==> src/rtl/fp_flag_pipe_if.sv <==
// fp_flag_pipe_if: operand, handshake, flag and status signals of the FP flag pipeline
interface fp_flag_pipe_if #(parameter int EW = 8, parameter int MW = 23);
  logic          in_valid, in_ready, in_mode;
  logic [EW-1:0] ea, eb;
  logic [MW-1:0] ma, mb, mr;
  logic [EW+1:0] ep;
  logic [MW:0]   mx;
  logic          out_valid, out_ready;
  logic          res_nan, res_inf, res_zero, res_dn;
  logic          round, overflow, underflow, inexact;
  logic          div_by_zero, invalid;
  logic          status_clr;
  logic [4:0]    status;
  modport master (
    output in_valid, in_mode, ea, eb, ma, mb, ep, mr, mx, out_ready, status_clr,
    input  in_ready, out_valid, res_nan, res_inf, res_zero, res_dn, round, overflow,
           underflow, inexact, div_by_zero, invalid, status
  );
  modport slave (
    input  in_valid, in_mode, ea, eb, ma, mb, ep, mr, mx, out_ready, status_clr,
    output in_ready, out_valid, res_nan, res_inf, res_zero, res_dn, round, overflow,
           underflow, inexact, div_by_zero, invalid, status
  );
endinterface

==> src/rtl/fp_flag_pipe.sv <==
// fp_flag_pipe: two-stage special-case, rounding and exception-flag pipeline with sticky status
module fp_flag_pipe #(parameter int EW = 8, parameter int MW = 23) (
  input logic clk,
  input logic rst,
  fp_flag_pipe_if.slave bus
);
  logic [3:0] a_cls, b_cls, s1_a, s1_b;
  logic       s1_valid, s1_mode, s1_dz, s1_rnd, s1_inx, s1_ovf, s1_unf;
  logic       s2_valid, s2_load, in_fire, out_fire;
  logic [9:0] f, s2_f;
  logic [4:0] status;
  logic       a_zero, a_dn, a_inf, a_nan, a_fin, b_zero, b_dn, b_inf, b_nan, b_fin;
  logic       nan, inf, zero, special;
  // class bits are {zero, denormal, inf, nan}
  function automatic logic [3:0] classify(input logic [EW-1:0] e, input logic [MW-1:0] m);
    return {~|e & ~|m, ~|e & |m, &e & ~|m, &e & |m};
  endfunction
  assign a_cls = classify(bus.ea, bus.ma);
  assign b_cls = classify(bus.eb, bus.mb);
  assign {a_zero, a_dn, a_inf, a_nan} = s1_a;
  assign {b_zero, b_dn, b_inf, b_nan} = s1_b;
  assign a_fin = ~(a_inf | a_nan);
  assign b_fin = ~(b_inf | b_nan);
  assign s2_load = ~s2_valid | bus.out_ready;
  assign bus.in_ready = ~s1_valid | s2_load;
  assign in_fire = bus.in_valid & bus.in_ready;
  assign out_fire = s2_valid & bus.out_ready;
  always_comb begin
    nan = s1_mode ? (a_nan | b_nan | (a_zero & b_zero) | (a_inf & b_inf))
                  : (a_nan | b_nan | (a_zero & b_inf) | (a_inf & b_zero));
    inf = ~nan & (s1_mode ? ((a_inf & b_fin) | (b_zero & a_fin & ~a_zero)) : (a_inf | b_inf));
    zero = ~nan & (s1_mode ? ((a_zero & ~b_zero) | (b_inf & a_fin)) : (a_zero | b_zero));
    special = nan | inf | zero;
    f = {nan, inf, zero, (a_dn | b_dn) & ~special, s1_rnd & ~special, s1_ovf & ~special,
         s1_unf & ~special, s1_inx & ~special, s1_dz, nan & ~a_nan & ~b_nan};
  end
  always_ff @(posedge clk or negedge rst) begin
    if (!rst) begin
      s1_valid <= 1'b0;
      s1_a <= '0;
      s1_b <= '0;
      s1_mode <= 1'b0;
      s1_dz <= 1'b0;
      s1_rnd <= 1'b0;
      s1_inx <= 1'b0;
      s1_ovf <= 1'b0;
      s1_unf <= 1'b0;
      s2_valid <= 1'b0;
      s2_f <= '0;
      status <= '0;
    end else begin
      if (bus.in_ready) s1_valid <= bus.in_valid;
      if (in_fire) begin
        s1_a <= a_cls;
        s1_b <= b_cls;
        s1_mode <= bus.in_mode;
        s1_dz <= bus.in_mode & b_cls[3] & ~a_cls[3] & ~a_cls[1] & ~a_cls[0];
        s1_rnd <= bus.mx[MW] & (bus.mr[0] | |bus.mx[MW-1:0]);
        s1_inx <= |bus.mx;
        s1_ovf <= $signed(bus.ep) >= $signed({2'b00, {EW{1'b1}}});
        s1_unf <= bus.ep[EW+1] | ~|bus.ep;
      end
      if (s2_load) s2_valid <= s1_valid;
      if (s2_load & s1_valid) s2_f <= f;
      status <= (bus.status_clr ? 5'b0 : status) |
                (out_fire ? {s2_f[0], s2_f[1], s2_f[4], s2_f[3], s2_f[2]} : 5'b0);
    end
  end
  assign bus.out_valid = s2_valid;
  assign bus.status = status;
  assign {bus.res_nan, bus.res_inf, bus.res_zero, bus.res_dn, bus.round, bus.overflow,
          bus.underflow, bus.inexact, bus.div_by_zero, bus.invalid} = s2_f;
endmodule

==> src/flat_wrapper.sv <==
// flat-port wrapper written by rule: the top's interface ports become plain ports
module fp_flag_pipe_flat 
#(parameter int EW = 8, parameter int MW = 23)
  (clk, rst, bus_in_valid, bus_in_mode, bus_ea, bus_eb, bus_ma, bus_mb, bus_ep, bus_mr, bus_mx, bus_out_ready, bus_status_clr, bus_in_ready, bus_out_valid, bus_res_nan, bus_res_inf, bus_res_zero, bus_res_dn, bus_round, bus_overflow, bus_underflow, bus_inexact, bus_div_by_zero, bus_invalid, bus_status);
  fp_flag_pipe_if #(.EW(EW), .MW(MW)) bus_i ();
  input logic clk;
  input logic rst;
  input wire logic [$bits(bus_i.in_valid)-1:0] bus_in_valid;
  input wire logic [$bits(bus_i.in_mode)-1:0] bus_in_mode;
  input wire logic [$bits(bus_i.ea)-1:0] bus_ea;
  input wire logic [$bits(bus_i.eb)-1:0] bus_eb;
  input wire logic [$bits(bus_i.ma)-1:0] bus_ma;
  input wire logic [$bits(bus_i.mb)-1:0] bus_mb;
  input wire logic [$bits(bus_i.ep)-1:0] bus_ep;
  input wire logic [$bits(bus_i.mr)-1:0] bus_mr;
  input wire logic [$bits(bus_i.mx)-1:0] bus_mx;
  input wire logic [$bits(bus_i.out_ready)-1:0] bus_out_ready;
  input wire logic [$bits(bus_i.status_clr)-1:0] bus_status_clr;
  output wire logic [$bits(bus_i.in_ready)-1:0] bus_in_ready;
  output wire logic [$bits(bus_i.out_valid)-1:0] bus_out_valid;
  output wire logic [$bits(bus_i.res_nan)-1:0] bus_res_nan;
  output wire logic [$bits(bus_i.res_inf)-1:0] bus_res_inf;
  output wire logic [$bits(bus_i.res_zero)-1:0] bus_res_zero;
  output wire logic [$bits(bus_i.res_dn)-1:0] bus_res_dn;
  output wire logic [$bits(bus_i.round)-1:0] bus_round;
  output wire logic [$bits(bus_i.overflow)-1:0] bus_overflow;
  output wire logic [$bits(bus_i.underflow)-1:0] bus_underflow;
  output wire logic [$bits(bus_i.inexact)-1:0] bus_inexact;
  output wire logic [$bits(bus_i.div_by_zero)-1:0] bus_div_by_zero;
  output wire logic [$bits(bus_i.invalid)-1:0] bus_invalid;
  output wire logic [$bits(bus_i.status)-1:0] bus_status;
  assign bus_i.in_valid = bus_in_valid;
  assign bus_i.in_mode = bus_in_mode;
  assign bus_i.ea = bus_ea;
  assign bus_i.eb = bus_eb;
  assign bus_i.ma = bus_ma;
  assign bus_i.mb = bus_mb;
  assign bus_i.ep = bus_ep;
  assign bus_i.mr = bus_mr;
  assign bus_i.mx = bus_mx;
  assign bus_i.out_ready = bus_out_ready;
  assign bus_i.status_clr = bus_status_clr;
  assign bus_in_ready = bus_i.in_ready;
  assign bus_out_valid = bus_i.out_valid;
  assign bus_res_nan = bus_i.res_nan;
  assign bus_res_inf = bus_i.res_inf;
  assign bus_res_zero = bus_i.res_zero;
  assign bus_res_dn = bus_i.res_dn;
  assign bus_round = bus_i.round;
  assign bus_overflow = bus_i.overflow;
  assign bus_underflow = bus_i.underflow;
  assign bus_inexact = bus_i.inexact;
  assign bus_div_by_zero = bus_i.div_by_zero;
  assign bus_invalid = bus_i.invalid;
  assign bus_status = bus_i.status;
  fp_flag_pipe #(.EW(EW), .MW(MW)) u_core (.clk(clk), .rst(rst), .bus(bus_i));
endmodule
==> config.mk <==
export PLATFORM = sky130hd
export DESIGN_NAME = fp_flag_pipe_flat
export DESIGN_NICKNAME = d
export VERILOG_FILES = /design/src/rtl/fp_flag_pipe_if.sv /design/src/rtl/fp_flag_pipe.sv /design/src/flat_wrapper.sv
export SDC_FILE = /design/constraint.sdc
export NUM_CORES = 1
export LEC_CHECK = 0
export BUFFER_PORTS_ARGS = -buffer_cell sky130_fd_sc_hd__buf_4
export CAP_MARGIN = 0
export CORE_MARGIN = 2
export CORE_UTILIZATION = 30
export DETAILED_ROUTE_END_ITERATION = 10
export PLACE_DENSITY = 0.69
export SYNTH_ARGS = -nofsm -noshare
export SYNTH_HDL_FRONTEND = slang
export SYNTH_SLANG_ARGS = --single-unit
==> constraint.sdc <==
create_clock -name clk -period 1.8 [get_ports clk]
set_clock_uncertainty 0.2 [all_clocks]
set_input_delay 0.18 -clock clk [delete_from_list [all_inputs] [get_ports clk]]
set_output_delay 0.18 -clock clk [all_outputs]
set_load 0.02 [all_outputs]
==> impl_metrics.ini <==
[pwr]
p_seq_share_pct = 41.1
power.leakage_nw = 1.343
clkPwrFrac_pct = 36.4
swShare_pct = 24.52
peakVddDrop_mv = 0.3611
p_comb_share_pct = 22.6
cell_internal_pwr_mw = 1.448
pwr_density_cell_nw_per_um2 = 679.5
p_switching_mw = 0.4703

[worst_hold_path]
hold_path_class = input pin to flip-flop
min_path_cells = 4

[global_route]
grt_max_degree = 32
grt_pass1_wl_microns = 7914
grt_pass1_vias = 1863
busiest_layer = met2
use_met3_pct = 3.023
antenna_found_initial = 0
use_met2_pct = 29.74
track_usage_pct = 16.14
grt_use_met1_pct = 18.65
grt-ovfl-total = 0

[job]
cap_violations = 0

[logic_synthesis]
yosysWarnings = 0
ys_ff_latch = 31
synth_mux_area_share_pct = 2.986
synth_top_family_by_area = simple AND/OR/NAND/NOR gates
synth_xor_area_share_pct = 0
synthCells = 168
synthAdderAreaFrac_pct = 0
synth_edf_count = 0
synthSimpleGateAreaFrac_pct = 31.16
synth_compound_gate_area_share_pct = 16.08
ys_seq_area_share_pct = 47.47
synth_fp_nets = 293
syn_area_per_cell_sq_um = 9.727
syn_area_sq_um = 1634
synthArstFlopShare_pct = 100.0
synthFlopType = dfrtp_1
synthDistinctLibCells = 35

[final_layout]
final_common_cell = buf_4
seq_area_sq_um = 775.7
antenna_cells = 0
final_cell_mix = 121 x buf_4, 31 x dfrtp_1, 22 x nand2_1
final_nets = 427
syn_to_final_growth_pct = 72.74
finalCoreUtilization_pct = 54.57
fillCellCount = 471
fin_area_sq_um = 2823
drive_gt1_share_pct = 47.52
multi_input_area_sq_um = 820.8

[cts]
clk_latency_ns = 0.28
ctsRootBufferMaster = clkbuf_8
clk_pin_slew_worst_paths_ns = 0.06
clockBufferDepth = 2
tritoncts = done
cts_sinks = 31
htreeDepth = 2
post_cts_buffers = 0
cts_buffers = 5

[routing]
vias = 1838
ant_nets = 0
drc = 0
first_iter_violations = 79
routed_wl_microns = 4671
viasPerCell = 4.928
firstDrtPassIters = 5
avgRoutedWirePerCell_microns = 12.52

[setup_path]
startpoint = bus_out_ready
start_kind = input pin
arrival_ns = 1.69
worst-path-buf-inv = 2
cp.depth = 5
cp.required_ns = 1.76
r2r-start = u_core.s1_mode$_DFFE_PN0P_
cp_top_family = buffers and inverters
cp_slowest_cell = dlygate4sd3_1
critPathMaxStageDelay_ns = 0.55
crit_path_end = u_core.s1_a[3]$_DFFE_PN0P_
rrSetupSlack_ns = 0.15
worstSetupPathType = input pin to flip-flop
crit_chain = dlygate4sd3_1, buf_4, nand3b_4, and2_1, mux2_1
r2r_end = u_core.s2_f[6]$_DFFE_PN0P_
r2r_cells = 4
end_kind = flip-flop
path_max_fanout = 7

[timing]
hold_viol_final = 0
setup_viol = 0
rsz0062_at_grt = no
period_needed_ns = 1.733
fmax_mhz = 577.0
slew-limit-headroom_pct = 73.12
fin_setup_tns_ns = 0
worst_slew_pin_slew_ns = 0.4002
slew_violations = 0
min_period_over_period_pct = 96.28

[floorplanning]
rows = 26
dieArea_sq_um = 6054
io_pins = 142
initial_utilization_pct = 31.59
die_w_microns = 77.81
die_h_microns = 77.81
core-area_sq_um = 5172

[placed_design]
io_buffers = 119
dp_hpwl_microns = 3847
place_area_sq_um = 2615
gp_congestion = 0.8505

[outcome]
status = completed
## worst min-delay path, stage by stage
cell and delay (ns):
buf_4 0.08, nor4_1 0.03, nand2_1 0.08, o31ai_1 0.08
## power by group through the flow
stage,sequential [mW],combinational (mW),clock [mW]
finish,0.788,0.433,0.697
CTS,0.787,0.439,0.711
floorplan,0.831,0.108,0
global placement,0.797,0.411,0
global route,0.793,0.476,0.745
detailed placement,0.799,0.421,0
## cell usage after synthesis, types with 5 or more instances
library cell | number | area share, %
nand3_1 | 6 | 1.8
dfrtp_1 | 31 | 47
a22o_1 | 9 | 4.8
nor4_1 | 18 | 6.9
o21ai_1 | 5 | 1.5
nor3_1 | 8 | 2.5
nand2_1 | 22 | 5.1
nor2_1 | 7 | 1.6
nand4_1 | 9 | 3.4
o31ai_1 | 5 | 2.3
o21ai_0 | 6 | 1.8
inv_1 | 5 | 1.1
## worst min path at each step
stage	startpoint	end
after detailed placement	rst	u_core.s1_b[3]$_DFFE_PN0P_
after global placement	rst	u_core.s2_f[8]$_DFFE_PN0P_
after CTS	bus_ep[8]	u_core.s1_ovf$_DFFE_PN0P_
final	bus_ea[6]	u_core.s1_a[2]$_DFFE_PN0P_
after floorplan	rst	u_core.bus.out_valid$_DFFE_PN0P_
after global routing	bus_ep[8]	u_core.s1_ovf$_DFFE_PN0P_
## per-stage QoR
| stage | power [mW] | worst slack, ns | hold slack [ns] | cells |
|---|---|---|---|---|
| finish | 1.918 | 0.06690 | 0.02425 | 373 |
| global route | 2.013 | 0.01983 | 0.04962 | 373 |
| CTS | 1.936 | 0.09095 | 0.02395 | 373 |
| detailed placement | 1.219 | 0.1591 | -0.06719 | 356 |
| global placement | 1.207 | 0.1902 | -0.06704 | 356 |
| floorplan | 0.9395 | 0.1145 | -0.3156 | 168 |
## state kept, by name, summed over array words and instances, names as in the netlist
| register | flops |
|---|---|
| u_core.s1_inx | 1 |
| u_core.s2_f | 10 |
| u_core.s1_mode | 1 |
| u_core.s1_valid | 1 |
| u_core.bus.status | 5 |
| u_core.s1_dz | 1 |
| u_core.s1_a | 4 |
| u_core.s1_unf | 1 |
| u_core.s1_rnd | 1 |
| u_core.bus.out_valid | 1 |
| u_core.s1_b | 4 |
| u_core.s1_ovf | 1 |
## layer usage
layer	vias up	wire (microns)
met2	84	2423
met3	8	344
met4	0	72
li1	915	-
met1	831	1830
met5	-	0
## cells by family (layout without fill, tap and decap cells)
group	Yosys count	after routing
AND/OR/NAND/NOR	90	90
AO/OA/AOI/OAI	34	34
flip-flops	31	31
buffers and inverters	9	144
multiplexers	4	4
## area by class of cell
cell class	instances	share of cell area, %
clock buffers	6	2.926
inverters	6	0.7979
flip-flops and latches	31	27.48
well taps	70	3.103
multi-input cells	128	29.08
repair buffers	130	35.37
clock inverters	2	1.241
## repair_timing
item                      CTS  global route
gates resized for setup     0             0
hold endpoints to repair   42             0
hold buffers                9             0
No activity file was read; power rests on OpenSTA's default activity.
